File: config.mk
export PLATFORM = sky130hd
export DESIGN_NAME = barrel_shift_arbiter
export DESIGN_NICKNAME = d
export VERILOG_FILES = /design/src/rtl/barrel_shift_arbiter.sv
export SDC_FILE = /design/constraint.sdc
export NUM_CORES = 1
export LEC_CHECK = 0
export ABC_AREA = 1
export BUFFER_PORTS_ARGS = -buffer_cell sky130_fd_sc_hd__buf_2
export CORE_UTILIZATION = 36
export CTS_CLUSTER_SIZE = 40
export DETAILED_ROUTE_END_ITERATION = 8
export PLACE_DENSITY = 0.63
export SETUP_SLACK_MARGIN = 0.02
export SLEW_MARGIN = 20
export SYNTH_ARGS = -nofsm -noshare
export SYNTH_HDL_FRONTEND = slang
export SYNTH_SLANG_ARGS = --single-unit
File: constraint.sdc
create_clock -name clk -period 3.9 [get_ports clk]
set_input_delay 0 -clock clk [delete_from_list [all_inputs] [get_ports clk]]
set_output_delay 0 -clock clk [all_outputs]
set_load 0.01 [all_outputs]
File: src/rtl/barrel_shift_arbiter.sv
// Round-robin arbiter sharing one combinational 32-bit barrel shifter among NREQ
// valid/ready requesters, with a registered single-entry response. BSA_PERF_EN adds perf counters.
module barrel_shift_arbiter #(
    parameter int NREQ = 4,
    parameter int IDW  = 2
) (
    input  logic                 clk,
    input  logic                 rst_n,
    input  logic [NREQ-1:0]      req_valid,
    output logic [NREQ-1:0]      req_ready,
    input  logic [NREQ*32-1:0]   req_d,
    input  logic [NREQ*5-1:0]    req_amt,
    input  logic [NREQ*2-1:0]    req_op,
    input  logic [NREQ-1:0]      req_dir,
    output logic                 rsp_valid,
    input  logic                 rsp_ready,
    output logic [31:0]          rsp_q,
    output logic [IDW-1:0]       rsp_id
`ifdef BSA_PERF_EN
    ,
    input  logic                 perf_clr,
    output logic [31:0]          perf_ops,
    output logic [15:0]          perf_stall
`endif
);

    // Handshake: a requester transfers on the clock edge where req_valid[i] && req_ready[i];
    // the response transfers on the edge where rsp_valid && rsp_ready.
    typedef enum logic {EMPTY, FULL} state_t;

    state_t         state;
    state_t         state_next;
    logic [IDW-1:0] rr_ptr;
    logic           can_accept;
    logic           grant;
    logic [IDW-1:0] grant_idx;
    int             idx;
    int             gi;
    logic [31:0]    sel_d;
    logic [4:0]     sel_amt;
    logic [1:0]     sel_op;
    logic           sel_dir;
    logic [5:0]     inv_amt;
    logic [31:0]    shift_q;

    assign rsp_valid  = (state == FULL);
    assign can_accept = !rsp_valid || rsp_ready;

    // Search starts at rr_ptr and wraps, so the most recent winner is tried last.
    always_comb begin
        req_ready = '0;
        grant     = 1'b0;
        grant_idx = '0;
        idx       = 0;
        if (can_accept) begin
            for (int k = 0; k < NREQ; k++) begin
                idx = int'(rr_ptr) + k;
                if (idx >= NREQ) idx = idx - NREQ;
                if (!grant && req_valid[idx]) begin
                    grant     = 1'b1;
                    grant_idx = IDW'(idx);
                end
            end
        end
        if (grant) req_ready[grant_idx] = 1'b1;
    end

    assign gi      = int'(grant_idx);
    assign sel_d   = req_d[32*gi +: 32];
    assign sel_amt = req_amt[5*gi +: 5];
    assign sel_op  = req_op[2*gi +: 2];
    assign sel_dir = req_dir[gi];
    // A 32-bit shift by 32 yields zero, so amt=0 rotates return d unchanged.
    assign inv_amt = 6'd32 - {1'b0, sel_amt};

    always_comb begin
        shift_q = sel_d;
        case (sel_op)
            2'b00: shift_q = sel_d << sel_amt;
            2'b01: shift_q = sel_d >> sel_amt;
            2'b10: shift_q = $unsigned($signed(sel_d) >>> sel_amt);
            default: begin
                if (sel_dir) shift_q = (sel_d >> sel_amt) | (sel_d << inv_amt);
                else         shift_q = (sel_d << sel_amt) | (sel_d >> inv_amt);
            end
        endcase
    end

    always_comb begin
        state_next = state;
        case (state)
            EMPTY: if (grant) state_next = FULL;
            FULL:  if (rsp_ready && !grant) state_next = EMPTY;
            default: state_next = EMPTY;
        endcase
    end

    always_ff @(posedge clk or negedge rst_n) begin
        if (!rst_n) begin
            state  <= EMPTY;
            rr_ptr <= '0;
            rsp_q  <= '0;
            rsp_id <= '0;
        end else begin
            state <= state_next;
            if (grant) begin
                rsp_q  <= shift_q;
                rsp_id <= grant_idx;
                rr_ptr <= (gi == NREQ - 1) ? '0 : grant_idx + 1'b1;
            end
        end
    end

`ifdef BSA_PERF_EN
    always_ff @(posedge clk or negedge rst_n) begin
        if (!rst_n) begin
            perf_ops   <= '0;
            perf_stall <= '0;
        end else if (perf_clr) begin
            perf_ops   <= '0;
            perf_stall <= '0;
        end else begin
            if (grant) perf_ops <= perf_ops + 32'd1;
            if (rsp_valid && !rsp_ready && perf_stall != 16'hFFFF)
                perf_stall <= perf_stall + 16'd1;
        end
    end
`endif

endmodule

==> results.md <==
Place:
- During placement, the flow inserted port buffers numbering 205.
- At the end of routability-driven placement, the weighted congestion stood at 1.09.
- In this run the cell area measured after placement is 0.0144 mm².
- The detailed placer's ending HPWL is 56.2 mm.
- In this run, placement finished with an instance count of 3130.

Critical path:
- In this run the worst path has a maximum fanout of 17.
- The type of origin of the critical path is a flop.
- The path type of the worst setup path is reg2reg.
- For the worst setup path, the data arrival time is 3.97 ns.
- The worst register-to-register path has a depth of 24.
- The critical path endpoint category is a flop.
- The required time reported for the critical path endpoint is 4.09 ns.

Flow run:
- The total of max-cap violations is 0.

STA:
- The share of the clock period used by the worst path after layout is 97.0%.
- The minimum clock period after layout is 3.78 ns.
- Setup violations remaining at the end of the flow were counted as 0.
- The number of pins exceeding their max-slew limit in the final report is 0.
- Hold timing on the final database bottoms out at a slack of 0.377 ns.
- Setup repair after global routing could not meet its margin everywhere.
- The final-report hold violation count is 0.
- In this run the tightest slew margin relative to its limit is 35.2%.
- The fmax is 264 MHz.
- Clock skew on the completed layout was measured at 0.00655 ns.
- At the pin with the least slew margin, the transition time is 0.972 ns.

Die:
- The die outline area is 0.0338 mm².
- In this run the horizontal extent of the chip is 184 µm.
- The die outline height is 184 µm.
- The starting utilization of the core area is 36.5%.
- The core outline area is 0.0325 mm².
- The number of top-level pins is 206.
- The cell row count is 66.

Routing:
- The number of iterations in the first detailed-routing pass is 7.
- The count of nets left with antenna violations once routing finished came out at 0.
- After detailed routing, the number of vias per cell comes to 6.01.
- The detailed-route via count is 19000.
- The detail-routed net length per standard cell is 23.5 µm.
- The final routed wirelength across all metal layers is 74.3 mm.
- The first routing iteration left 2743 violations.
- The detailed-route DRC error count is 0.

Cells and area:
- The post-synthesis to final-layout area growth is 30.3%.
- The most common cell after layout, fill and taps aside is nand2_1.
- The utilization of the core after routing is 47.6%.
- The share of post-route cells with drive strength above 1 is 21.2%.
- The final net count is 2894.
- In the layout the commonest cells are 950 x nand2_1, 759 x nand3_1, 205 x buf_2, 157 x buf_4, 137 x nor2_1.
- The layout has 3712 filler cells.
- The repair_antennas step left the layout with diodes totalling 0.
- The total non-filler cell area in the finished layout is 0.0155 mm².
- The count of non-filler cells in the finished layout is 3165.

Synth:
- The post-synthesis instance total is 2464.
- Synthesis produced a netlist with a net count of 2636.
- The number of enable-type register cells in the synthesized netlist is 0.
- In this run the cell area of the synthesized design comes to 0.0119 mm².
- The count of unique library cells instantiated by Yosys is 43.
- The most frequently used flop master after synthesis is dfrtp_1.
- Sequential cells were found to cover 7.79% of the synthesized design area.
- The share of async-settable or async-resettable flops after synthesis is 100%.
- The number of warnings printed during yosys synthesis is 0.
- The synthesized area divided by synthesized cell count is 4.83 µm².
- The register bit count reported by yosys is 37.

Clocking:
- The worst-case clock buffer depth is 2.
- The CTS buffer count is 5.
- The clock insertion delay at the later pin of the skew report is 0.31 ns.
- Clock-pin slew was measured on the worst setup and hold paths at 0.08 ns.
- The clock sink count is 37.
- The cell at the root of the clock tree is clkbuf_16.
- The count of H-tree levels built during CTS is 2.
- TritonCTS built the clock tree.

GRT:
- The overall fraction of global-route tracks in use is 42.1%.
- The via count of the first global-routing pass is 17000.
- The total overflow reported by the global router is 0.
- Entering global routing, the biggest net connects 82 pins.
- The initial antenna violation count was 2.
- The global-route wire length before repair is 106 mm.

Min path:
- The class of the tightest hold or removal check is in2async.

Status:
- The flow ran to the end, and the final reports show no timing, DRC or antenna violations.
synth_stat cells (all sizes together), types with 3 or more instances:
library cell | number | area share, %
nand3 | 787 | 33
nand2 | 1022 | 33
clkinv | 3 | 0.095
or2 | 3 | 0.16
dfrtp | 37 | 7.8
o211ai | 5 | 0.32
nor2 | 156 | 5.4
a32oi | 3 | 0.38
buf | 113 | 5.5
a21oi | 43 | 1.9
ha | 5 | 0.53
inv | 117 | 3.7
nand3b | 20 | 1.3
o21ai | 49 | 2.2
nand4 | 35 | 1.8
a31oi | 3 | 0.16
clkbuf | 55 | 1.7
per-stage QoR:
| step | worst slack [ns] | setup TNS [ns] |
|---|---|---|
| 2_1_floorplan | 0.0411 | 0 |
| 6_report | 0.117 | 0 |
| 3_3_place_gp | -0.129 | -0.129 |
| 3_5_place_dp | -0.136 | -0.234 |
| 5_1_grt | -0.0280 | -0.186 |
| 4_1_cts | 0.00431 | 0 |
path summary, 6_finish.rpt:
kind	to	slack, ns	from
max	rsp_q[19]$_DFFE_PN0P_	0.12	rr_ptr[0]$_DFFE_PN0P_
min	rsp_q[17]$_DFFE_PN0P_	0.38	rst_n
max reg2reg	rsp_q[19]$_DFFE_PN0P_	0.12	rr_ptr[0]$_DFFE_PN0P_
min reg2reg	rsp_q[13]$_DFFE_PN0P_	0.48	rsp_q[13]$_DFFE_PN0P_
max in group asynchronous	rr_ptr[0]$_DFFE_PN0P_	2.85	rst_n
min in group clk	rsp_valid$_DFF_PN0_	0.43	rsp_ready
repair_timing:
action | in CTS | in global routing
pin swaps | 0 | 15
cloned | 0 | 12
resized for setup | 6 | 128
hold buffers | 2 | 0
endpoints found under the setup margin | 13 | 32
buffers inserted | 0 | 13
hold endpoints to repair | 38 | 0
layer usage:
layer | vias up | track usage, % | routed length, µm
met2 | 1225 | 67.3 | 32700
li1 | 8668 | - | -
met4 | 2 | 22.0 | 4620
met1 | 8865 | 54.2 | 29900
met5 | - | 0 | 13
met3 | 260 | 6.81 | 7040
state kept, by name, summed over array words and instances, names as in the netlist:
| signal | cells |
|---|---|
| rsp_id | 2 |
| rsp_valid | 1 |
| rr_ptr | 2 |
| rsp_q | 32 |
cells by family (layout without fill, tap and decap cells):
| logic type | after synthesis | after routing | synth area share [%] |
|---|---|---|---|
| AND/OR/NAND/NOR | 2025 | 2025 | 75.2 |
| adder cells (fa/ha/maj) | 5 | 5 | 0.526 |
| buffers and inverters | 288 | 547 | 11.0 |
| AO/OA/AOI/OAI | 107 | 107 | 5.20 |
| flip-flops | 37 | 37 | 7.79 |
| XOR/XNOR | 2 | 2 | 0.305 |
critical path, stage by stage (launching register included):
cell	delay, ns
dfrtp_2	0.47
buf_4	0.16
nand2_1	0.07
nand2_2	0.08
nand2_2	0.07
nand2_1	0.09
nor2_4	0.13
nand2_1	0.10
nor2_4	0.13
nor2_2	0.06
nor2_4	0.15
buf_6	0.16
buf_12	0.16
nand3_2	0.11
nand2_4	0.16
buf_12	0.16
nand2_1	0.16
nand2_1	0.24
nand2_1	0.10
nand3_1	0.12
nand3_1	0.20
nand3_1	0.21
nor2_1	0.06
nor3_1	0.19
a21oi_1	0.10
cell type report:
cell class                      count  area [µm²]  area share (%)
Clock buffer                        5         125           0.808
Clock inverter                      3        46.3           0.299
Inverter                          120         474            3.06
Multi-Input combinational cell   2139       10000            64.8
Sequential cell                    37         927            5.98
Tap cell                          442         553            3.57
Timing Repair Buffer              419        3320            21.4
Power is not shown: default switching activity piles up to over one toggle a cycle in this logic, so the estimate is an artifact.
